[src/rtl/mem_port_arbiter_if.sv]
// rtl/mem_port_arbiter_if.sv - requester and memory-side signal bundle for mem_port_arbiter
interface mem_port_arbiter_if;
   // fetch requester
   logic        f_req;
   logic [31:0] f_addr;
   logic        f_gnt;
   logic        f_rvalid;
   logic [31:0] f_rdata;
   logic        f_err;
   // load/store requester
   logic        d_req;
   logic        d_wren;
   logic [2:0]  d_funct3;
   logic [31:0] d_addr;
   logic [31:0] d_wdata;
   logic        d_gnt;
   logic        d_rvalid;
   logic [31:0] d_rdata;
   logic        d_err;
   // memory side
   logic [31:0] m_addr;
   logic        m_wren;
   logic [2:0]  m_funct3;
   logic [31:0] m_wdata;
   logic [31:0] m_rdata;
   // status
   logic        busy;

   // arbiter view
   modport slave (
      input  f_req, f_addr, d_req, d_wren, d_funct3, d_addr, d_wdata, m_rdata,
      output f_gnt, f_rvalid, f_rdata, f_err,
      output d_gnt, d_rvalid, d_rdata, d_err,
      output m_addr, m_wren, m_funct3, m_wdata, busy
   );

   // requester/memory view
   modport master (
      output f_req, f_addr, d_req, d_wren, d_funct3, d_addr, d_wdata, m_rdata,
      input  f_gnt, f_rvalid, f_rdata, f_err,
      input  d_gnt, d_rvalid, d_rdata, d_err,
      input  m_addr, m_wren, m_funct3, m_wdata, busy
   );
endinterface

[src/rtl/mem_port_arbiter.sv]
// rtl/mem_port_arbiter.sv - shares one memory port between fetch and load/store requesters
module mem_port_arbiter #(
   parameter int MEM_LATENCY     = 1,
   parameter int MAX_DATA_STREAK = 4
) (
   input  logic               clk,
   input  logic               reset_n,
   mem_port_arbiter_if.slave  bus
);
   localparam int              SW         = (MAX_DATA_STREAK > 1) ? $clog2(MAX_DATA_STREAK + 1) : 1;
   localparam logic [SW-1:0]   STREAK_MAX = SW'(MAX_DATA_STREAK);
   localparam logic [2:0]      LAT_LAST   = 3'(MEM_LATENCY - 1);

   typedef enum logic [1:0] {
      S_IDLE   = 2'd0,
      S_ACCESS = 2'd1,
      S_RESP   = 2'd2
   } state_t;

   state_t       r_state;
   state_t       w_next_state;

   logic         r_sel_data;   // 1: data requester owns the access in flight
   logic [31:0]  r_addr;
   logic         r_wren;
   logic [2:0]   r_funct3;
   logic [31:0]  r_wdata;
   logic         r_misal;
   logic [2:0]   r_lat_cnt;
   logic [31:0]  r_rdata;
   logic [SW-1:0] r_streak;

   logic         w_force_fetch;
   logic         w_gnt_f;
   logic         w_gnt_d;
   logic         w_last;
   logic         w_d_misal;
   logic         w_f_misal;
   logic         w_access;
   logic         w_resp;

   assign w_access = (r_state == S_ACCESS);
   assign w_resp   = (r_state == S_RESP);
   assign w_last   = w_access && (r_lat_cnt == LAT_LAST);

   // Fetch gets one turn once data has starved it for MAX_DATA_STREAK grants.
   assign w_force_fetch = (MAX_DATA_STREAK != 0) && bus.f_req && (r_streak == STREAK_MAX);
   assign w_gnt_d = (r_state == S_IDLE) && bus.d_req && !w_force_fetch;
   assign w_gnt_f = (r_state == S_IDLE) && bus.f_req && (!bus.d_req || w_force_fetch);

   assign w_f_misal = (bus.f_addr[1:0] != 2'b00);

   // Alignment by access size; funct3[1:0] covers the signed and unsigned variants alike.
   always_comb begin
      w_d_misal = 1'b0;
      case (bus.d_funct3[1:0])
         2'b00:   w_d_misal = 1'b0;
         2'b01:   w_d_misal = bus.d_addr[0];
         default: w_d_misal = (bus.d_addr[1:0] != 2'b00);
      endcase
   end

   // State register.
   always_ff @(posedge clk or negedge reset_n) begin
      if (!reset_n) r_state <= S_IDLE;
      else          r_state <= w_next_state;
   end

   // Next state: grant starts an access, last latency cycle hands over to the response.
   always_comb begin
      w_next_state = r_state;
      case (r_state)
         S_IDLE:   if (w_gnt_f || w_gnt_d) w_next_state = S_ACCESS;
         S_ACCESS: if (w_last) w_next_state = S_RESP;
         S_RESP:   w_next_state = S_IDLE;
         default:  w_next_state = S_IDLE;
      endcase
   end

   // Capture the winner's payload at the grant edge; later payload changes are ignored.
   always_ff @(posedge clk or negedge reset_n) begin
      if (!reset_n) begin
         r_sel_data <= 1'b0;
         r_addr     <= 32'd0;
         r_wren     <= 1'b0;
         r_funct3   <= 3'd0;
         r_wdata    <= 32'd0;
         r_misal    <= 1'b0;
      end else if (w_gnt_d) begin
         r_sel_data <= 1'b1;
         r_addr     <= bus.d_addr;
         r_wren     <= bus.d_wren;
         r_funct3   <= bus.d_funct3;
         r_wdata    <= bus.d_wdata;
         r_misal    <= w_d_misal;
      end else if (w_gnt_f) begin
         r_sel_data <= 1'b0;
         r_addr     <= bus.f_addr;
         r_wren     <= 1'b0;
         r_funct3   <= 3'b010;
         r_wdata    <= 32'd0;
         r_misal    <= w_f_misal;
      end
   end

   // Latency counter runs 0..MEM_LATENCY-1 inside ACCESS, idle at 0 elsewhere.
   always_ff @(posedge clk or negedge reset_n) begin
      if (!reset_n)                r_lat_cnt <= 3'd0;
      else if (w_access && !w_last) r_lat_cnt <= r_lat_cnt + 3'd1;
      else                         r_lat_cnt <= 3'd0;
   end

   // Response data sampled on the last ACCESS cycle; stores and misaligned accesses return 0.
   always_ff @(posedge clk or negedge reset_n) begin
      if (!reset_n)    r_rdata <= 32'd0;
      else if (w_last) r_rdata <= (r_misal || r_wren) ? 32'd0 : bus.m_rdata;
   end

   // Data-grant streak while fetch waits; cleared whenever fetch is idle or served.
   always_ff @(posedge clk or negedge reset_n) begin
      if (!reset_n)                          r_streak <= '0;
      else if (!bus.f_req || w_gnt_f)        r_streak <= '0;
      else if (w_gnt_d && r_streak != STREAK_MAX) r_streak <= r_streak + 1'b1;
   end

   assign bus.f_gnt    = w_gnt_f;
   assign bus.d_gnt    = w_gnt_d;

   assign bus.f_rvalid = w_resp && !r_sel_data;
   assign bus.f_rdata  = bus.f_rvalid ? r_rdata : 32'd0;
   assign bus.f_err    = bus.f_rvalid && r_misal;

   assign bus.d_rvalid = w_resp && r_sel_data;
   assign bus.d_rdata  = bus.d_rvalid ? r_rdata : 32'd0;
   assign bus.d_err    = bus.d_rvalid && r_misal;

   assign bus.m_addr   = w_access ? r_addr   : 32'd0;
   assign bus.m_funct3 = w_access ? r_funct3 : 3'd0;
   assign bus.m_wdata  = w_access ? r_wdata  : 32'd0;
   assign bus.m_wren   = w_access && r_wren && !r_misal && (r_lat_cnt == 3'd0);

   assign bus.busy     = (r_state != S_IDLE);
endmodule
[src/flat_wrapper.sv]
// flat-port wrapper written by rule: the top's interface ports become plain ports
module mem_port_arbiter_flat 
#(
   parameter int MEM_LATENCY     = 1,
   parameter int MAX_DATA_STREAK = 4
)
  (clk, reset_n, bus_f_req, bus_f_addr, bus_d_req, bus_d_wren, bus_d_funct3, bus_d_addr, bus_d_wdata, bus_m_rdata, bus_f_gnt, bus_f_rvalid, bus_f_rdata, bus_f_err, bus_d_gnt, bus_d_rvalid, bus_d_rdata, bus_d_err, bus_m_addr, bus_m_wren, bus_m_funct3, bus_m_wdata, bus_busy);
  mem_port_arbiter_if bus_i ();
  input  logic clk;
  input  logic reset_n;
  input wire logic [$bits(bus_i.f_req)-1:0] bus_f_req;
  input wire logic [$bits(bus_i.f_addr)-1:0] bus_f_addr;
  input wire logic [$bits(bus_i.d_req)-1:0] bus_d_req;
  input wire logic [$bits(bus_i.d_wren)-1:0] bus_d_wren;
  input wire logic [$bits(bus_i.d_funct3)-1:0] bus_d_funct3;
  input wire logic [$bits(bus_i.d_addr)-1:0] bus_d_addr;
  input wire logic [$bits(bus_i.d_wdata)-1:0] bus_d_wdata;
  input wire logic [$bits(bus_i.m_rdata)-1:0] bus_m_rdata;
  output wire logic [$bits(bus_i.f_gnt)-1:0] bus_f_gnt;
  output wire logic [$bits(bus_i.f_rvalid)-1:0] bus_f_rvalid;
  output wire logic [$bits(bus_i.f_rdata)-1:0] bus_f_rdata;
  output wire logic [$bits(bus_i.f_err)-1:0] bus_f_err;
  output wire logic [$bits(bus_i.d_gnt)-1:0] bus_d_gnt;
  output wire logic [$bits(bus_i.d_rvalid)-1:0] bus_d_rvalid;
  output wire logic [$bits(bus_i.d_rdata)-1:0] bus_d_rdata;
  output wire logic [$bits(bus_i.d_err)-1:0] bus_d_err;
  output wire logic [$bits(bus_i.m_addr)-1:0] bus_m_addr;
  output wire logic [$bits(bus_i.m_wren)-1:0] bus_m_wren;
  output wire logic [$bits(bus_i.m_funct3)-1:0] bus_m_funct3;
  output wire logic [$bits(bus_i.m_wdata)-1:0] bus_m_wdata;
  output wire logic [$bits(bus_i.busy)-1:0] bus_busy;
  assign bus_i.f_req = bus_f_req;
  assign bus_i.f_addr = bus_f_addr;
  assign bus_i.d_req = bus_d_req;
  assign bus_i.d_wren = bus_d_wren;
  assign bus_i.d_funct3 = bus_d_funct3;
  assign bus_i.d_addr = bus_d_addr;
  assign bus_i.d_wdata = bus_d_wdata;
  assign bus_i.m_rdata = bus_m_rdata;
  assign bus_f_gnt = bus_i.f_gnt;
  assign bus_f_rvalid = bus_i.f_rvalid;
  assign bus_f_rdata = bus_i.f_rdata;
  assign bus_f_err = bus_i.f_err;
  assign bus_d_gnt = bus_i.d_gnt;
  assign bus_d_rvalid = bus_i.d_rvalid;
  assign bus_d_rdata = bus_i.d_rdata;
  assign bus_d_err = bus_i.d_err;
  assign bus_m_addr = bus_i.m_addr;
  assign bus_m_wren = bus_i.m_wren;
  assign bus_m_funct3 = bus_i.m_funct3;
  assign bus_m_wdata = bus_i.m_wdata;
  assign bus_busy = bus_i.busy;
  mem_port_arbiter #(.MEM_LATENCY(MEM_LATENCY), .MAX_DATA_STREAK(MAX_DATA_STREAK)) u_core (.clk(clk), .reset_n(reset_n), .bus(bus_i));
endmodule
[config.mk]
export PLATFORM = sky130hd
export DESIGN_NAME = mem_port_arbiter_flat
export DESIGN_NICKNAME = d
export VERILOG_FILES = /design/src/rtl/mem_port_arbiter_if.sv /design/src/rtl/mem_port_arbiter.sv /design/src/flat_wrapper.sv
export SDC_FILE = /design/constraint.sdc
export NUM_CORES = 1
export LEC_CHECK = 0
export BUFFER_PORTS_ARGS = -buffer_cell sky130_fd_sc_hd__buf_2
export CORE_UTILIZATION = 46
export DETAILED_ROUTE_END_ITERATION = 8
export HOLD_SLACK_MARGIN = 0.12
export PLACE_DENSITY_LB_ADDON = 0.15
export SETUP_SLACK_MARGIN = 0.4
export SLEW_MARGIN = 15
export SYNTH_ARGS = -nofsm -noshare
export SYNTH_HDL_FRONTEND = slang
export SYNTH_SLANG_ARGS = --single-unit
[constraint.sdc]
create_clock -name clk -period 2.05 [get_ports clk]
set_input_delay 0.41 -clock clk [delete_from_list [all_inputs] [get_ports clk]]
set_output_delay 0.41 -clock clk [all_outputs]
set_load 0.005 [all_outputs]
==> impl_summary.log, run 1 <==
[metrics] number of port buffers: 274
[metrics] routed wire length per instance: 16.8 um
[metrics] Avg Synthesized Cell Area: 10.1 um^2
[metrics] HPWL reported at the end of detailed placement: 10,500 um
[metrics] via count of the first global-routing pass: around 5,000
[metrics] max-slew headroom at the worst pin: between 60% and 70%
[metrics] largest cells by area after synthesis: dfrtp_1, and2_1, o221a_1
[metrics] last weighted congestion value of the routability-driven placer: 0.779
[metrics] final hold slack: 0.283 ns
[metrics] Yosys warning count: 0
[metrics] highest cell delay on the worst timing path: 0.43 ns
[metrics] proportion of synthesized chip area in sequential cells: 50.8%
[metrics] vias per std cell: between 5 and 6
[metrics] CTS Buf Count: 9
[metrics] result of the run: complete, no violations
[metrics] metal2 WL: 8270 um
[metrics] Vias: 5,083
[metrics] area share of the largest cell type after synthesis: 50.8%
[metrics] RR Startpoint: u_core.r_state[1]
[metrics] clock tree from TritonCTS: yes
[metrics] number of failing setup endpoints in the final timing report: 0
[metrics] cell with the most instances after synthesis: and2_1
[metrics] largest area contributor in the synthesized netlist: dfrtp_1
[metrics] maximum number of pins on one net before global-route repair: 66
[metrics] total met3 wirelength after detailed routing: around 1000 um
[metrics] Cell Chain, Critical Path: buf_4 > nor2_2 > buf_4 > clkinv_1 > buf_8 > buf_2
[metrics] Arr. time, crit path: 1.63 ns
[metrics] highest ir drop seen on vdd: around 700 uV
[metrics] post-layout net count: slightly below 1,000
[metrics] Fill cells: 845
[metrics] Setup CP Type: flop to output pin
[metrics] chip width: approximately 110 um
[metrics] placeable core region: 11,500 um^2
[metrics] TritonRoute pass-1 iters: 4
[metrics] critical path peak fanout: 24
[metrics] effective utilization at floorplan: 47.3%
[metrics] data required time of the critical path: approximately 1.6 ns
[metrics] cell leakage power: ~4.3 nW
[metrics] All-Layer GR Usage: 24.7%
[metrics] worst min-delay path category: primary input to flop
[metrics] Max Freq: 491 MHz
[metrics] final routed DRC violation total: 0
[metrics] remaining antenna violation count: 0
[metrics] number of non-filler instances in the completed layout: 971
[metrics] RSZ-0062 raised after global routing: true
[metrics] setup TNS: 0 ns
[metrics] clock latency on the worst-skew pair: 0.34 ns
[metrics] combined area of all synthesized cells: about 5400 um^2
[metrics] worst setup path endpoint: bus_busy
[metrics] crit end category: output pin
[metrics] number of library cell types mapped by synthesis: 33
[metrics] Iter 0 DRT Violations: 307
[metrics] number of antenna violations at the first check in global routing: 0
[metrics] met1 layer wirelength in the final routing: 6730 um
[metrics] largest buffer count on any clock path: 2
[metrics] area enclosed by the die boundary: approximately 12,000 um^2
[metrics] area of the multi-input gates: 2670 um^2
[metrics] Clock H-tree levels: 3
[metrics] max-slew violation count: 0
[metrics] startpoint class of the critical path: flop
[metrics] Chip Height: 111 um
[metrics] Async S/R FF share, synth: 100%
[metrics] transition time of the tightest slew-check pin: slightly above 0.5 ns
[metrics] n_diodes: 0
[metrics] I/O pin total: 275
[metrics] flop-to-flop setup slack: 0.27 ns
[metrics] top cell types by occurrence after synthesis: and2_1, dfrtp_1, nand2_1
[metrics] worst clock skew on the final layout: 0.00630 ns
[metrics] Area growth syn-to-layout: 51.7%
[metrics] Slowest-stage cell, CP: dfrtp_2
[metrics] Max Cap Violations: 0
[metrics] Detailed Route WL: 16,300 um
[metrics] most frequent cell on the critical path: buf_4
[metrics] cells after synthesis: about 540
[metrics] layout cell share with drive strength beyond 1: 49.3%
[metrics] Critical R2R Capture: u_core.r_addr[12]
[metrics] Post-synth top flop: dfrtp_1
[metrics] crit path from: u_core.r_state[1]
[metrics] buffer type at the clock tree root: clkbuf_16
[metrics] final hold vios: 0
[metrics] total chip power: 0.0109 W
[metrics] count of standard-cell rows: 39
[metrics] clock slew at reported path FFs: 0.07 ns
[metrics] number of enable flip-flop cells after synthesis: 0
[metrics] share of the cycle needed by the critical path after routing: 99.4%
[metrics] depth of the worst register-to-register path: 5
[metrics] top routing layer in use: met4
[metrics] total of flip-flops plus latches after synthesis: 110
[metrics] GR Overflow Total: 0
[metrics] syn_nets: 675
[metrics] number of sinks driven by the clock tree: 110
[metrics] power density normalized to cell area: 1320 nW/um^2
[metrics] number of placed cells counting well taps: 928
[metrics] global-route wire length before repair: roughly 25,000 um
[metrics] sequential cell area: 2760 um^2
[metrics] Period minus WS final: 2.04 ns
-- timing repair --
action | in CTS | in global routing
endpoints found under the hold margin | 35 | 0
pin swaps | 3 | 32
endpoints found under the setup margin | 207 | 242
cloned | 0 | 9
buffers inserted | 13 | 5
hold buffers | 1 | 0
resized for setup | 19 | 121
-- layout by cell type, fill, tap and decap left out, drive strengths merged, types with 2 or more instances in the layout --
cell type  instances
a21boi             4
a221o              2
a22o              35
and2             133
buf              315
clkbuf            15
clkinv             2
clkinvlp           3
dfrtp            110
ha                 4
inv                8
mux2i              3
nand2             70
nand3              3
nor2               5
nor2b              2
nor3b              3
o21a               3
o21ai             34
o21bai            30
o221a             30
or2                2
or3b               3
-- per-layer routing --
metal	GRT usage (%)	vias to the layer above
met4	7.38	0
met5	0	-
met3	5.38	28
met2	42.4	212
met1	31.2	2434
li1	-	2409
-- cell type report --
cell class / count / share of cell area [%]
Clock buffer: 10 / 2.91
Inverter: 9 / 0.456
Multi-Input combinational cell: 373 / 32.5
Sequential cell: 110 / 33.5
Tap cell: 143 / 2.18
Clock inverter: 5 / 0.715
Timing Repair Buffer: 321 / 27.8
-- metrics by stage --
step / util (%) / setup slack [ns] / area [um^2]
floorplan: - / 0.396 / 5450
global placement: 61.0 / 0.167 / 7000
detailed placement: 61.0 / 0.0947 / 7000
CTS: 65.3 / 0.0438 / 7480
global route: 71.7 / -0.0532 / 8220
finish: 71.7 / 0.0118 / 8220
-- worst min path at each step --
| stage | to | slack (ns) | start | depth (start not counted) |
|---|---|---|---|---|
| floorplan | u_core.r_addr[0] | 0.11 | reset_n | 0 |
| global placement | u_core.r_rdata[5] | 0.41 | reset_n | 1 |
| detailed placement | u_core.r_rdata[5] | 0.42 | reset_n | 1 |
| CTS | u_core.r_wdata[8] | 0.28 | bus_d_wdata[8] | 2 |
| global route | u_core.r_wren | 0.28 | bus_d_wren | 2 |
| finish | u_core.r_wdata[30] | 0.28 | bus_d_wdata[30] | 2 |
-- critical path, delay by kind of cell, from the launching register on --
kind                   cells  cell delay (ns)
DFF                        1             0.43
buffers and inverters      5             0.71
and+or+nand+nor            1             0.14
-- power breakdown --
part | switching, W | internal (W)
logic | 0.00242 | 0.00298
clock network | 0.000773 | 0.000976
registers | 0.000606 | 0.00311
total | 0.00380 | 0.00706
-- cell families (layout without fill, tap and decap cells) --
family          count (synthesis)  in the layout  synth area share (%)
buf+inv                        52            345                  4.11
compound gates                140            140                  20.8
fa+ha+maj                       4              4                 0.923
mux                             3              3                 0.554
flops                         110            110                  50.8
simple gates                  226            226                  22.9
-- state kept, by name (all words and copies together), names as in the netlist --
signal             cells
u_core.r_addr         32
u_core.r_funct3        3
u_core.r_rdata        32
u_core.r_sel_data      1
u_core.r_misal         1
u_core.r_lat_cnt       3
u_core.r_streak        3
u_core.r_wdata        32
u_core.r_state         2
u_core.r_wren          1
Note: power is estimated with default switching activity, not from simulation.
==> inputs of run 2 (changes only) <==
==> constraint.sdc (replaced) <==
create_clock -name clk -period 2.05 [get_ports clk]
set_input_delay 0.41 -clock clk [delete_from_list [all_inputs] [get_ports clk]]
set_output_delay 0.41 -clock clk [all_outputs]
set_load 0.1 [all_outputs]
==> run 2 against run 1 <==
Net effect:
- the flow now finishes with violations (negative setup slack)
- worst hold slack better by 0.0015 ns
- clock skew up 0.0078 ns
- non-clock buffer count increased by 30
- combinational power rose to 2.6 times the previous value
- maximum frequency down 11%
- final area up 31%
- cell count is 3.2% higher
- clock power fell by 2%
- worst setup slack worse by 0.26 ns
==> impl_summary.log, run 2 (synthesis results as in run 1) <==
[metrics] result of the run: complete, but fails checks
[metrics] violated checks: negative setup slack
[metrics] clock slew at reported path FFs: ~0.080 ns
[metrics] routed wire length per instance: 26.4 um
[metrics] worst setup path endpoint: bus_m_addr[18]
[metrics] RR Startpoint: u_core.r_streak[0]
[metrics] area enclosed by the die boundary: about 12,000 um^2
[metrics] count of standard-cell rows: 39
[metrics] global-route wire length before repair: 32,000 um
[metrics] final routed DRC violation total: 0
[metrics] number of failing setup endpoints in the final timing report: 137
[metrics] sequential cell area: 2750 um^2
[metrics] family of cells with the greatest summed delay on the critical path: buffers and inverters
[metrics] data required time of the critical path: 1.64 ns
[metrics] largest registers ranked by flip-flop count: u_core.r_addr (32), u_core.r_rdata (32), u_core.r_wdata (32)
[metrics] crit end category: output pin
[metrics] number of antenna violations at the first check in global routing: 1
[metrics] effective utilization at floorplan: 47.3%
[metrics] Period minus WS final: around 2.3 ns
[metrics] worst min-delay path category: primary input to flop
[metrics] share of the cycle needed by the critical path after routing: 112%
[metrics] final hold vios: 0
[metrics] flop-to-flop setup slack: 0.06 ns
[metrics] buffer type at the clock tree root: clkbuf_16
[metrics] most frequent cells in the layout: buf_12, buf_2, and2_4
[metrics] post-route worst setup slack: -0.247 ns
[metrics] Clock H-tree levels: 3
[metrics] highest ir drop seen on vdd: 1490 uV
[metrics] startpoint class of the critical path: flop
[metrics] max-slew headroom at the worst pin: 63.1%
[metrics] cell leakage power: 5.03 nW
[metrics] clock latency on the worst-skew pair: 0.36 ns
[metrics] clock tree from TritonCTS: yes
[metrics] placeable core region: 11,500 um^2
[metrics] Buf+Inv Stages, Crit Path: 5
[metrics] Detailed Route WL: 26,400 um
[metrics] chip width: 111 um
[metrics] area of the multi-input gates: 2910 um^2
[metrics] worst clock skew on the final layout: 0.0141 ns
[metrics] Setup CP Type: flop to output pin
[metrics] All-Layer GR Usage: 33.3%
[metrics] crit path from: u_core.r_state[0]
[metrics] critical path peak fanout: 4
[metrics] RSZ-0062 raised after global routing: true
[metrics] setup TNS: -24.92 ns
[metrics] Iter 0 DRT Violations: 577
[metrics] GR Overflow Total: 0
[metrics] Critical R2R Capture: u_core.r_addr[0]
[metrics] most common cell after layout, fill and taps aside: buf_12
[metrics] Vias: 6,178
[metrics] n_diodes: 0
[metrics] number of sinks driven by the clock tree: 110
[metrics] total chip power: 0.0199 W
[metrics] TritonRoute pass-1 iters: 5
[metrics] CTS Buf Count: 9
[metrics] Hold Crit Depth: 2
[metrics] Max Freq: 435 MHz
[metrics] max-slew violation count: 0
[metrics] transition time of the tightest slew-check pin: 0.553 ns
[metrics] largest buffer count on any clock path: 2
[metrics] highest cell delay on the worst timing path: 0.43 ns
[metrics] Cell Chain, Critical Path: buf_6 > nor2b_4 > buf_6 > buf_12 > clkbuf_16 > and2_4 > buf_12
[metrics] Fill cells: 322
[metrics] layout cell share with drive strength beyond 1: 61.2%
[metrics] Slowest-stage cell, CP: dfrtp_1
[metrics] post-layout net count: 994
[metrics] Chip Height: 111 um
[metrics] via count of the first global-routing pass: 6,033
[metrics] Max Cap Violations: 0
[metrics] pre-CTS setup slack: 0.189 ns
[metrics] vias per std cell: 6.17
[metrics] number of logic stages on the critical path including buffering: 7
[metrics] number of port buffers: 274
[metrics] last weighted congestion value of the routability-driven placer: just over 0.8
[metrics] depth of the worst register-to-register path: 8
[metrics] maximum number of pins on one net before global-route repair: 66
[metrics] HPWL reported at the end of detailed placement: roughly 13,000 um
[metrics] I/O pin total: 275
[metrics] remaining antenna violation count: 0
[metrics] Area growth syn-to-layout: 99.4%
[metrics] Arr. time, crit path: 1.89 ns
[metrics] power density normalized to cell area: 1840 nW/um^2
-- run 2: worst min-delay path by stage --
stage / startpoint / end / slack [ns]
after floorplan: reset_n / u_core.r_addr[0] / 0.11
after global placement: reset_n / u_core.r_rdata[25] / 0.36
after detailed placement: reset_n / u_core.r_rdata[28] / 0.37
after CTS: bus_d_wdata[31] / u_core.r_wdata[31] / 0.28
after global routing: bus_d_wdata[12] / u_core.r_wdata[12] / 0.27
final: bus_d_wdata[21] / u_core.r_wdata[21] / 0.28
-- run 2: power breakdown --
group | total [W] | switching, W | internal (W)
combinational | 0.0143 | 0.00830 | 0.00600
clock | 0.00171 | 0.000819 | 0.000893
sequential | 0.00392 | 0.000811 | 0.00310
-- run 2: cell type report --
type / instances / share of cell area, %
multi-input combinational: 373 / 26.9
clock inverter: 3 / 0.174
inverter: 9 / 0.417
tap: 143 / 1.65
timing repair buffer: 351 / 42.9
clock buffer: 13 / 2.41
sequential: 110 / 25.5
-- run 2: routing by layer --
layer  routed length (um)  vias up  GRT usage, %
li1                     -     2486             -
met3                 2440      139          6.92
met4                 1690        2          18.0
met1                 9070     3007          37.3
met5                    8        -             0
met2                13200      544          59.1
-- run 2: what timing repair did --
| item | CTS | global route |
|---|---|---|
| gates cloned | 6 | 16 |
| pin swaps | 27 | 55 |
| resized for setup | 58 | 43 |
| hold buffers | 1 | 0 |
| buffers inserted | 19 | 14 |
| endpoints found under the hold margin | 26 | 0 |
| setup endpoints to repair | 202 | 240 |
-- run 2: through the flow --
step           instance area, um^2  utilization [%]  std cells  hold WS [ns]
2_1_floorplan                 5830                -        535         0.114
3_3_place_gp                  9450             82.4        930         0.365
3_5_place_dp                  9450             82.4        930         0.373
4_1_cts                      10200             89.4        972         0.280
5_1_grt                      10800             94.3       1002         0.275
6_report                     10800             94.3       1002         0.284
